## config.mk

```make
export PLATFORM = sky130hd
export DESIGN_NAME = seq_scheduler_flat
export DESIGN_NICKNAME = d
export VERILOG_FILES = /design/src/rtl/seq_scheduler_if.sv /design/src/rtl/seq_scheduler.sv /design/src/flat_wrapper.sv
export SDC_FILE = /design/constraint.sdc
export NUM_CORES = 1
export LEC_CHECK = 0
export CAP_MARGIN = 15
export CORE_ASPECT_RATIO = 0.7
export CORE_MARGIN = 3
export CORE_UTILIZATION = 60
export CTS_CLUSTER_DIAMETER = 200
export CTS_CLUSTER_SIZE = 10
export DETAILED_ROUTE_END_ITERATION = 10
export DONT_BUFFER_PORTS = 1
export GPL_ROUTABILITY_DRIVEN = 0
export PLACE_DENSITY = 0.8
export SLEW_MARGIN = 20
export SYNTH_ARGS = -nofsm -noshare
export SYNTH_HDL_FRONTEND = slang
export SYNTH_SLANG_ARGS = --single-unit
```

## constraint.sdc

```tcl
create_clock -name clk -period 3.5 [get_ports clk]
set_input_delay 0.7 -clock clk [delete_from_list [all_inputs] [get_ports clk]]
set_output_delay 0.7 -clock clk [all_outputs]
set_load 0.01 [all_outputs]
```

## src/rtl/seq_scheduler_if.sv

```systemverilog
// Host base-stream handshake between the sequence source and the scheduler.
// The host drives the base and framing; the scheduler answers with ready.
interface seq_scheduler_if #(
  parameter int BP_W = 2
) ();
  logic            in_valid;
  logic [BP_W-1:0] in_bp;
  logic            in_last;
  logic            in_ready;

  modport master (output in_valid, output in_bp, output in_last, input in_ready);
  modport slave  (input in_valid, input in_bp, input in_last, output in_ready);
endinterface

```

## src/rtl/seq_scheduler.sv

```systemverilog
// Job sequencer for a systolic alignment array: loads the query into the PEs,
// streams the target with DP backpressure, then waits for DP and traceback.
module seq_scheduler #(
  parameter int N      = 32,
  parameter int LOG_N  = 5,
  parameter int BP_W   = 2,
  parameter int TLEN_W = 16
) (
  input  logic              clk,
  input  logic              reset_i,
  input  logic              start,
  input  logic [LOG_N-1:0]  q_len,
  seq_scheduler_if.slave    host,
  output logic [BP_W-1:0]   S,
  output logic              s_update,
  output logic [BP_W-1:0]   T,
  output logic              valid,
  output logic [LOG_N-1:0]  PE_end,
  output logic              new_seq,
  input  logic              busy,
  input  logic              tb_busy,
  output logic              done,
  output logic [TLEN_W-1:0] t_count
);

  typedef enum logic [2:0] {IDLE, LOAD_S, STREAM_T, DRAIN, SWAP} state_e;

  // A query longer than the array is clamped to the last PE.
  localparam logic [LOG_N-1:0] PE_MAX = LOG_N'(N - 1);

  state_e             state_q, state_d;
  logic [BP_W-1:0]    s_q, s_d, t_q, t_d;
  logic               s_update_q, s_update_d, valid_q, valid_d;
  logic               new_seq_q, new_seq_d, done_q, done_d;
  logic [LOG_N-1:0]   pe_end_q, pe_end_d, cnt_q, cnt_d;
  logic [TLEN_W-1:0]  t_count_q, t_count_d;
  logic               in_ready;

  // NOTE: every variable gets a default before the case so no path infers a latch.
  always_comb begin
    state_d    = state_q;
    s_d        = s_q;
    t_d        = t_q;
    s_update_d = 1'b0;
    valid_d    = 1'b0;
    new_seq_d  = 1'b0;
    done_d     = 1'b0;
    pe_end_d   = pe_end_q;
    t_count_d  = t_count_q;
    cnt_d      = cnt_q;
    in_ready   = 1'b0;

    unique case (state_q)
      IDLE: begin
        if (start) begin
          pe_end_d  = (q_len > PE_MAX) ? PE_MAX : q_len;
          cnt_d     = '0;
          t_count_d = '0;
          state_d   = LOAD_S;
        end
      end
      LOAD_S: begin
        in_ready = 1'b1;
        if (host.in_valid) begin
          s_d        = host.in_bp;
          s_update_d = 1'b1;
          if (cnt_q == pe_end_q) begin
            cnt_d   = '0;
            state_d = STREAM_T;
          end else begin
            cnt_d = cnt_q + LOG_N'(1);
          end
        end
      end
      STREAM_T: begin
        in_ready = !busy;
        if (host.in_valid && !busy) begin
          t_d       = host.in_bp;
          valid_d   = 1'b1;
          t_count_d = (t_count_q == '1) ? t_count_q : t_count_q + TLEN_W'(1);
          if (host.in_last) state_d = DRAIN;
        end
      end
      DRAIN: begin
        if (!busy) state_d = SWAP;
      end
      SWAP: begin
        // Hand the PEs to the next job only once traceback has released them.
        if (!tb_busy) begin
          new_seq_d = 1'b1;
          done_d    = 1'b1;
          state_d   = IDLE;
        end
      end
      default: state_d = IDLE;
    endcase
  end

  // NOTE: sequential state uses non-blocking assignments so all flops update together.
  always_ff @(posedge clk or negedge reset_i) begin
    if (!reset_i) begin
      state_q    <= IDLE;
      s_q        <= '0;
      t_q        <= '0;
      s_update_q <= 1'b0;
      valid_q    <= 1'b0;
      new_seq_q  <= 1'b0;
      done_q     <= 1'b0;
      pe_end_q   <= '0;
      t_count_q  <= '0;
      cnt_q      <= '0;
    end else begin
      state_q    <= state_d;
      s_q        <= s_d;
      t_q        <= t_d;
      s_update_q <= s_update_d;
      valid_q    <= valid_d;
      new_seq_q  <= new_seq_d;
      done_q     <= done_d;
      pe_end_q   <= pe_end_d;
      t_count_q  <= t_count_d;
      cnt_q      <= cnt_d;
    end
  end

  assign host.in_ready = in_ready;
  assign S             = s_q;
  assign T             = t_q;
  assign s_update      = s_update_q;
  assign valid         = valid_q;
  assign new_seq       = new_seq_q;
  assign done          = done_q;
  assign PE_end        = pe_end_q;
  assign t_count       = t_count_q;

endmodule

```

## src/flat_wrapper.sv

```systemverilog
// flat-port wrapper written by rule: the top's interface ports become plain ports
module seq_scheduler_flat 
#(
  parameter int N      = 32,
  parameter int LOG_N  = 5,
  parameter int BP_W   = 2,
  parameter int TLEN_W = 16
)
  (clk, reset_i, start, q_len, S, s_update, T, valid, PE_end, new_seq, busy, tb_busy, done, t_count, host_in_valid, host_in_bp, host_in_last, host_in_ready);
  seq_scheduler_if #(.BP_W(BP_W)) host_i ();
  input  logic clk;
  input  logic reset_i;
  input  logic start;
  input  logic [LOG_N-1:0] q_len;
  output logic [BP_W-1:0] S;
  output logic s_update;
  output logic [BP_W-1:0] T;
  output logic valid;
  output logic [LOG_N-1:0] PE_end;
  output logic new_seq;
  input  logic busy;
  input  logic tb_busy;
  output logic done;
  output logic [TLEN_W-1:0] t_count;
  input wire logic [$bits(host_i.in_valid)-1:0] host_in_valid;
  input wire logic [$bits(host_i.in_bp)-1:0] host_in_bp;
  input wire logic [$bits(host_i.in_last)-1:0] host_in_last;
  output wire logic [$bits(host_i.in_ready)-1:0] host_in_ready;
  assign host_i.in_valid = host_in_valid;
  assign host_i.in_bp = host_in_bp;
  assign host_i.in_last = host_in_last;
  assign host_in_ready = host_i.in_ready;
  seq_scheduler #(.N(N), .LOG_N(LOG_N), .BP_W(BP_W), .TLEN_W(TLEN_W)) u_core (.clk(clk), .reset_i(reset_i), .start(start), .q_len(q_len), .host(host_i), .S(S), .s_update(s_update), .T(T), .valid(valid), .PE_end(PE_end), .new_seq(new_seq), .busy(busy), .tb_busy(tb_busy), .done(done), .t_count(t_count));
endmodule
```

======== Yosys cells after proc, flatten, opt, wreduce, memory -nomap -nowiden ========
Index checks and enable logic that the tools add are counted.
word-level totals
  bits in registers ....................... 36
  input port bits ......................... 14
  output and inout bits ................... 30
  logic and storage cells ................. 61
operators by class
  $add $sub $neg .......................... 2
  $lt $le $gt $ge ......................... 1
  equal/unequal tests ..................... 14
  muxes and demuxes ....................... 24
  reduce and logical (&&, ||, !) cells .... 11
operators with widths
  operator                                               number
  2-to-1 mux 16 bit                                      3
  one-hot mux 16 bit (2 select lines)                    1
  2-to-1 mux 3 bit                                       7
  2-to-1 mux 5 bit                                       4
  adder 16 x 1 -> 16 bit, second input constant          1
  == test 16 bit, second input constant                  1
  one-hot mux 3 bit (5 select lines)                     1
  inequality test 2 bit, second input constant           6
  one-hot mux 5 bit (2 select lines)                     1
  AND reduction 7 bit                                    1
  == test 3 x 2 -> 1 bit, second input constant          2
  2-to-1 mux 1 bit                                       6
  AND reduction 2 bit                                    3
  adder 5 x 1 -> 5 bit, second input constant            1
  == test 5 bit                                          1
  greater-than comparator 5 bit, second input constant   1
  inequality test 2 x 1 -> 1 bit, second input constant  2
  AND reduction 4 bit                                    1
  nonzero test 2 bit                                     2
  == test 3 x 1 -> 1 bit, second input constant          1
  == test 3 bit, second input constant                   1
  logical NOT 3 bit                                      1
  AND reduction 3 bit                                    1
  one-hot mux 1 bit (2 select lines)                     1
  other kinds (2)                                        2

======== Depth between registers and ports, before layout ========
Gate-level depths: netlist of run 1.
  depth in word-level cells ............... 4
  gate-level depth with buffers ........... 8

======== Least setup slack after synthesis of run 1 ========
No wires, ideal clock.
  path type ............................... in2reg
  start point ............................. in busy
  end point ............................... reg u_core.t_count_q[13] (netlist: u_core.t_count[13])
  setup time .............................. 78 ps
  arrival time ............................ 1934 ps
  required time ........................... 3422 ps
  slack ................................... 1488 ps
  stages .................................. 6
  cell sequence ........................... and3b_1 o21ai_1 a21o_1 buf_6 or4_1 a21oi_1
between the ends
  word-level cells in the longest chain between the ends .. 4
RTL lines
  what                                      RTL line              text
  from (decl)                               flat_wrapper.sv:21    input logic busy;
  logical NOT 1 bit                         seq_scheduler.sv:77   if (host.in_valid && !busy) begin
  logical AND 1 bit                         seq_scheduler.sv:77
  inequality test 2 x 1 -> 1 bit (no line)  -
  AND reduction 4 bit (no line)             -
  to (signal assigned)                      seq_scheduler.sv:121  t_count_q <= t_count_d;
  to (decl)                                 seq_scheduler.sv:36   logic [TLEN_W-1:0] t_count_q, t_count_d;
No other way between the ends.
A chain may end at the register's enable or synchronous reset.

======== Worst setup path after layout of run 1 ========
  start point ............................. reg u_core.state_q[1]
  end point ............................... out host_in_ready
between the ends
  word-level cells in the longest chain between the ends .. 2
  elaborated cells on any way between the ends .. 3
RTL lines
  what                                                                     RTL line              text
  from (decl)                                                              seq_scheduler.sv:31   state_e state_q, state_d;
  from (signal assigned)                                                   seq_scheduler.sv:113  state_q <= state_d;
  == test 3 x 2 -> 1 bit / == test 3 x 1 -> 1 bit (equally long branches)  seq_scheduler.sv:53   unique case (state_q)
  one-hot mux 1 bit (2 select lines) (*)                                   seq_scheduler.sv:53
  to (decl)                                                                flat_wrapper.sv:28    output wire logic [$bits(host_i.in_ready)-1:0] host_in_ready;
Mark *: on every way between the ends. The rest lies on a longest branch, timed or not.

==> summary.md, run 1 <==
| Metric | Value |
|---|---|
| Status | `completed` |
| Total Power | `around 1.5 mW` |
| Max Slew Vio Count | `0` |
| Element type at the critical path end | `output pin` |
| Worst setup margin | `approximately 0.90 ns` |
| Dpl ws | `between 1 and 1.5 ns` |
| Cell variety after synth | `43` |
| Cell Area, Synth | `1880 sq um` |
| Largest net degree at the start of global routing | `37` |
| RSZ-0062 raised after global routing | `false` |
| Synth async-reset ratio | `1.00` |
| Antenna violations before repair | `0` |
| Total GRT Usage | `0.235` |
| Worst endpoint required time | `approximately 2.8 ns` |
| Number of flops mapped to enable cells by yosys | `0` |
| IR drop worst, VDD | `about 0.48 mV` |
| Post-route ant nets | `0` |
| Starting density of the core | `0.652` |
| # nets final | `just over 200` |
| CP max stage delay | `around 0.6 ns` |
| Sum Neg Setup Slack | `0 ns` |
| Total congestion overflow | `0` |
| DR pass1 iterations | `4` |
| Post-synthesis cell count | `190` |
| Area grow syn2layout | `5.99%` |
| Final design area excluding fillers | `1990 sq um` |
| Final Skew | `roughly 0.0053 ns` |
| CP bufs+invs | `0` |
| PortBufs | `0` |
| Max-slew headroom | `0.475` |
| DP HPWL | `3080 microns` |
| Post-Syn Nets | `206` |
| Num CTS Buffers | `5` |
| First-pass GRT wire length | `roughly 6700 microns` |
| Share of cells above drive strength 1 | `0.104` |
| DRC viols | `0` |
| Fmax | `a little under 400 MHz` |
| Critical path class | `reg -> out` |
| Die footprint | `roughly 3900 sq um` |
| Die X-Extent | `approximately 73 microns` |
| Final hold vios | `0` |
| Number of global-route vias before repair | `~1,400` |
| Yosys warnings | `0` |
| Seq cells post-synth | `36` |
| Cell family with most CP delay | `flip-flops` |
| Clk_lat worst skew | `~0.29 ns` |
| Leakage power | `between 0.8 and 0.9 nW` |
| Num rows | `16` |
| Crit path max-delay cell type | `dfrtp_1` |
| WP data arrival | `about 1.9 ns` |
| Syn avg cell area | `9.89 sq um` |
| Final setup fails | `0` |
| Primary FF master, synth | `dfrtp_1` |
| Placement Cell Area | `1880 sq um` |
| Hold WC Path Type | `in -> async` |
| CTS tree | `done` |
| Cell chain of the critical path | `or3b_1, o21ai_0` |
| CP startpoint kind | `register` |
| Max_cap viols | `0` |
| Routed WL per cell | `18.5 microns` |
| Via count | `around 1,500` |
| Io pins | `44` |
| H-tree lvl count | `2` |
| Post-CTS sizing | `0` |
| Via density | `~6.6` |
| CTS root buf | `clkbuf_8` |
| CTS Buffer Depth | `2` |
| Power per cell area | `approximately 740 nW/um^2` |
| # hold bufs at CTS | `0` |
| Die H | `between 50 and 60 microns` |
| Core area | `slightly below 3000 sq um` |
| Worst-margin pin slew | `between 0.7 and 0.8 ns` |
| Tcrit/Tclk final | `0.743` |
| Final Util | `0.691` |
| DRT Wirelength | `approximately 4200 microns` |
| Post-CTS Repair Setup Buffers | `0` |
| Reg clk slew, reported paths | `about 0.080 ns` |
| Worst-path fanout max | `14` |
| Fin crit period | `2.60 ns` |
| Seq/Total Area, Yosys | `0.479` |
| CTS sink cnt | `36` |
| Iter 0 DRT Violations | `100` |
| Antenna cells | `0` |
cell usage in the layout, fill, tap and decap left out, types with 4 or more instances in the layout:
master,n
nand4_1,4
and3_1,4
xnor2_1,5
a21oi_1,9
o31ai_1,7
and2_1,4
clkbuf_8,5
nor2_1,7
mux2_2,8
a21o_1,4
dfrtp_1,36
nand3_1,10
inv_1,5
o21ai_0,17
nor3_1,5
nand2_1,21
power breakdown:
part,switching (mW),internal (mW)
Sequential,0.167,0.514
Clock,0.152,0.211
Combinational,0.247,0.188
Total,0.567,0.913
sequential cells by signal (all words and copies together), names as in the netlist:
name and count:
u_core.new_seq 1, u_core.cnt_q 5, u_core.PE_end 5, u_core.valid 1, u_core.T 2, u_core.state_q 3, u_core.t_count 16, u_core.S 2
u_core.s_update 1
worst reg2reg max path: stages (launching register included):
cell,delay (ns)
dfrtp_1,0.45
ha_1,0.30
nand4_1,0.20
nor3_1,0.53
a21o_1,0.54
or2_2,0.26
o41ai_1,0.09
area by class of cell:
cell class | instances | area [sq um]
repair buffers | 1 | 7.51
flip-flops and latches | 36 | 901
clock inverters | 3 | 42.5
multi-input cells | 142 | 908
inverters | 5 | 18.8
fillers | 224 | 891
well taps | 36 | 45.0
clock buffers | 5 | 68.8
cell families (layout without fill, tap and decap cells):
kind of cell             count (synthesis)  count (layout)  synth area share
XOR/XNOR                                 7               7            0.0326
flip-flops                              36              36             0.479
AO/OA/AOI/OAI                           51              51             0.172
multiplexers                             8               8            0.0479
buffers and inverters                   12              14            0.0373
AND/OR/NAND/NOR                         74              74             0.218
adder cells (fa/ha/maj)                  2               2            0.0133
Yosys cell counts (all sizes together), types with 2 or more instances:
| cell | count | share of area |
|---|---|---|
| a2111oi | 2 | 0.0093 |
| a21o | 4 | 0.016 |
| a21oi | 9 | 0.024 |
| a31oi | 2 | 0.0067 |
| and2 | 4 | 0.013 |
| and3 | 4 | 0.013 |
| buf | 6 | 0.025 |
| dfrtp | 36 | 0.48 |
| ha | 2 | 0.013 |
| inv | 5 | 0.010 |
| mux2 | 8 | 0.048 |
| nand2 | 21 | 0.042 |
| nand2b | 3 | 0.010 |
| nand3 | 10 | 0.027 |
| nand4 | 4 | 0.013 |
| nor2 | 7 | 0.014 |
| nor3 | 6 | 0.022 |
| nor4 | 3 | 0.010 |
| nor4b | 2 | 0.013 |
| o21ai | 18 | 0.048 |
| o2bb2ai | 2 | 0.0093 |
| o31ai | 7 | 0.028 |
| o41ai | 3 | 0.014 |
| or3 | 2 | 0.0067 |
| or3b | 2 | 0.0093 |
| xnor2 | 5 | 0.023 |
| xor2 | 2 | 0.0093 |
routing by layer:
layer | track usage | wire, microns
met1 | 0.305 | 1870
met2 | 0.353 | 1890
met3 | 0.0862 | 414
met4 | 0.101 | 59
met5 | 0 | 0
stage by stage:
stage	hold slack, ns	std cells
final	0.0940	228
after global routing	0.0842	228
after CTS	0.0899	228
after detailed placement	0.405	220
after global placement	0.405	220
after floorplan	0.404	190
final timing paths:
| path | start | end | slack [ns] | cells past startpoint |
|---|---|---|---|---|
| worst max-delay path | u_core.state_q[1] | host_in_ready | 0.90 | 2 |
| worst max register to register | u_core.t_count[0] | u_core.t_count[8] | 1.01 | 6 |
| min in group clk | tb_busy | u_core.new_seq | 0.47 | 1 |
| max in group asynchronous | reset_i | u_core.cnt_q[0] | 3.33 | 0 |
| worst min-delay path | reset_i | u_core.T[1] | 0.09 | 0 |
| worst min register to register | u_core.cnt_q[1] | u_core.cnt_q[1] | 0.57 | 2 |
No activity file was read; power rests on OpenSTA's default activity.
==> run 2: changes to the inputs <==
- clock period: 3.5 -> 2.6 ns (I/O delays scaled with it)
==> run 2 against run 1 <==
  * Clock power is 12% higher
  * Core utilization is 0.30 points higher
  * Via count is 1.4% higher
  * Non-clock buffer count is 2 higher
  * Sequential cell count stayed put
  * Hold slack worse by 0.040 ns
  * Final area is 0.44% higher
  * Combinational power is 37% higher
  * Sequential power is 33% higher
  * Routed wire length is 2.3% lower
  * Worst setup slack worse by 0.69 ns
==> summary.md, run 2 (same netlist as run 1, synthesis figures left out) <==
| Metric | Value |
|---|---|
| Via count | `1,532 (+1.4%)` |
| CTS root buf | `clkbuf_8` |
| Number of global-route vias before repair | `1,434 (+5.5%)` |
| Total Power | `1.91 mW (+29%)` |
| Die H | `52.8 microns (unchanged)` |
| Worst-margin pin slew | `0.853 ns (+0.0712 ns)` |
| Io pins | `44 (unchanged)` |
| Die X-Extent | `72.9 microns (unchanged)` |
| Reg clk slew, reported paths | `0.07 ns (about the same)` |
| DP HPWL | `2970 microns (-3.3%)` |
| Fmax | `between 400 and 500 MHz` |
| Routed WL per cell | `18.0 microns (-3.2%)` |
| Iter 0 DRT Violations | `127 (+27%)` |
| Starting density of the core | `0.652 (unchanged)` |
| CTS tree | `done` |
| Die footprint | `3850 sq um (unchanged)` |
| Total GRT Usage | `0.240 (+0.00434)` |
| Largest net degree at the start of global routing | `37 (unchanged)` |
| Sum Neg Setup Slack | `0 ns (unchanged)` |
| Max-slew headroom | `0.427 (-0.0479)` |
| Status | `completed` |
| PortBufs | `0 (unchanged)` |
| Placement Cell Area | `1890 sq um (+0.40%)` |
| Worst Reg-to-Reg Cells | `5 (-1)` |
| Largest register FFs | `16 (unchanged)` |
| Most frequent cells in the layout | `36 x dfrtp_1, 21 x nand2_1, 17 x o21ai_0, 10 x nand3_1, 9 x a21oi_1` |
| # nets final | `209 (+0.97%)` |
| Hold WC Path Type | `in -> async` |
| Element type at the critical path end | `output pin` |
| Worst endpoint required time | `2.08 ns (-0.72 ns)` |
| Share of cells above drive strength 1 | `0.113 (+0.00924)` |
| Final hold vios | `0 (unchanged)` |
| Cell chain of the critical path | `or3b_1, o21ai_0` |
| Total congestion overflow | `0 (unchanged)` |
| Post-route ant nets | `0 (unchanged)` |
| CP max stage delay | `0.58 ns (-0.03 ns)` |
| Clk_lat worst skew | `0.29 ns (about the same)` |
| WHS | `0.0538 ns (-0.0402 ns)` |
| CTS Buffer Depth | `2 (unchanged)` |
| Critical path class | `reg -> out` |
| Leakage power | `0.863 nW (+1.4%)` |
| Num CTS Buffers | `5 (unchanged)` |
| CP startpoint kind | `register` |
| IR drop worst, VDD | `0.521 mV (+7.7%)` |
| Fin crit period | `2.39 ns` |
| WP data arrival | `1.87 ns (-0.03 ns)` |
| Tcrit/Tclk final | `0.921` |
| Max_cap viols | `0 (unchanged)` |
| Crit path max-delay cell type | `dfrtp_1` |
| Final setup fails | `0 (unchanged)` |
| DR pass1 iterations | `4 (unchanged)` |
| Area grow syn2layout | `6.46%` |
| Power per cell area | `956 nW/um^2 (+29%)` |
| Via density | `6.66 (+0.51%)` |
| CTS sink cnt | `36 (unchanged)` |
| Final Skew | `0.00741 ns (+0.00209 ns)` |
| RSZ-0062 raised after global routing | `false` |
| DRC viols | `0 (unchanged)` |
| Most common cell after layout, fill and taps aside | `dfrtp_1` |
| H-tree lvl count | `2 (unchanged)` |
| DRT Wirelength | `4130 microns (-2.3%)` |
| Antenna cells | `0 (unchanged)` |
| Worst-path fanout max | `14 (unchanged)` |
| Core area | `2880 sq um (unchanged)` |
| First-pass GRT wire length | `6780 microns (+0.50%)` |
| Max Slew Vio Count | `0 (unchanged)` |
| Final design area excluding fillers | `2000 sq um (+0.44%)` |
| Antenna violations before repair | `0 (unchanged)` |
| Num rows | `16 (unchanged)` |
run 2: changes by cell type in the layout (fill, tap and decap cells not counted):
cell and change:
buf_12 +1, buf_4 +1, bufinv_16 -1, clkbuf_8 +1, clkinv_2 +1, clkinvlp_4 -1
run 2: timing repair:
item / 4_1_cts / 5_1_grt
endpoints found under the hold margin: 36 / 0
resized for setup: 0 / 0
endpoints found under the setup margin: 0 / 0
buffers inserted: 0 / 0
hold buffers: 1 / 0
run 2: final timing paths:
path | slack (ns) | from | endpoint
worst max-delay path | 0.21 | u_core.state_q[1] | host_in_ready
worst min-delay path | 0.05 | reset_i | u_core.s_update
worst max register to register | 0.21 | u_core.state_q[1] | u_core.t_count[2]
worst min register to register | 0.55 | u_core.T[0] | u_core.T[0]
max in group asynchronous | 2.36 | reset_i | u_core.new_seq
min in group clk | 0.29 | tb_busy | u_core.new_seq
run 2: layout make-up:
class / count / area, sq um
flip-flops and latches: 36 / 901
fillers: 222 / 882
clock inverters: 2 / 10.0
multi-input cells: 142 / 908
inverters: 5 / 18.8
repair buffers: 3 / 35.0
clock buffers: 6 / 82.6
well taps: 36 / 45.0
run 2: worst max-delay path, delay by kind of cell (launching register included):
family | cells | cell delay, ns
flops | 1 | 0.58
compound gates | 1 | 0.44
simple gates | 1 | 0.57
run 2: stage by stage:
stage / setup slack (ns) / utilization / cells
after global placement: 0.387 / 0.655 / 221
after detailed placement: 0.254 / 0.655 / 221
after CTS: 0.218 / 0.694 / 230
final: 0.206 / 0.694 / 230
after floorplan: 0.690 / - / 190
after global routing: 0.0578 / 0.694 / 230
run 2: layer usage:
metal  share of wire  global-route usage
met1            0.44               0.300
met2            0.44               0.359
met3            0.11               0.109
met4           0.015              0.0982
met5               0                   0
run 2: power breakdown:
group	leakage, nW	switching (mW)	internal (mW)	total, mW
logic	0.335	0.343	0.255	0.598
registers	0.478	0.216	0.692	0.908
clock network	0.0510	0.194	0.211	0.405
total	0.863	0.753	1.16	1.91
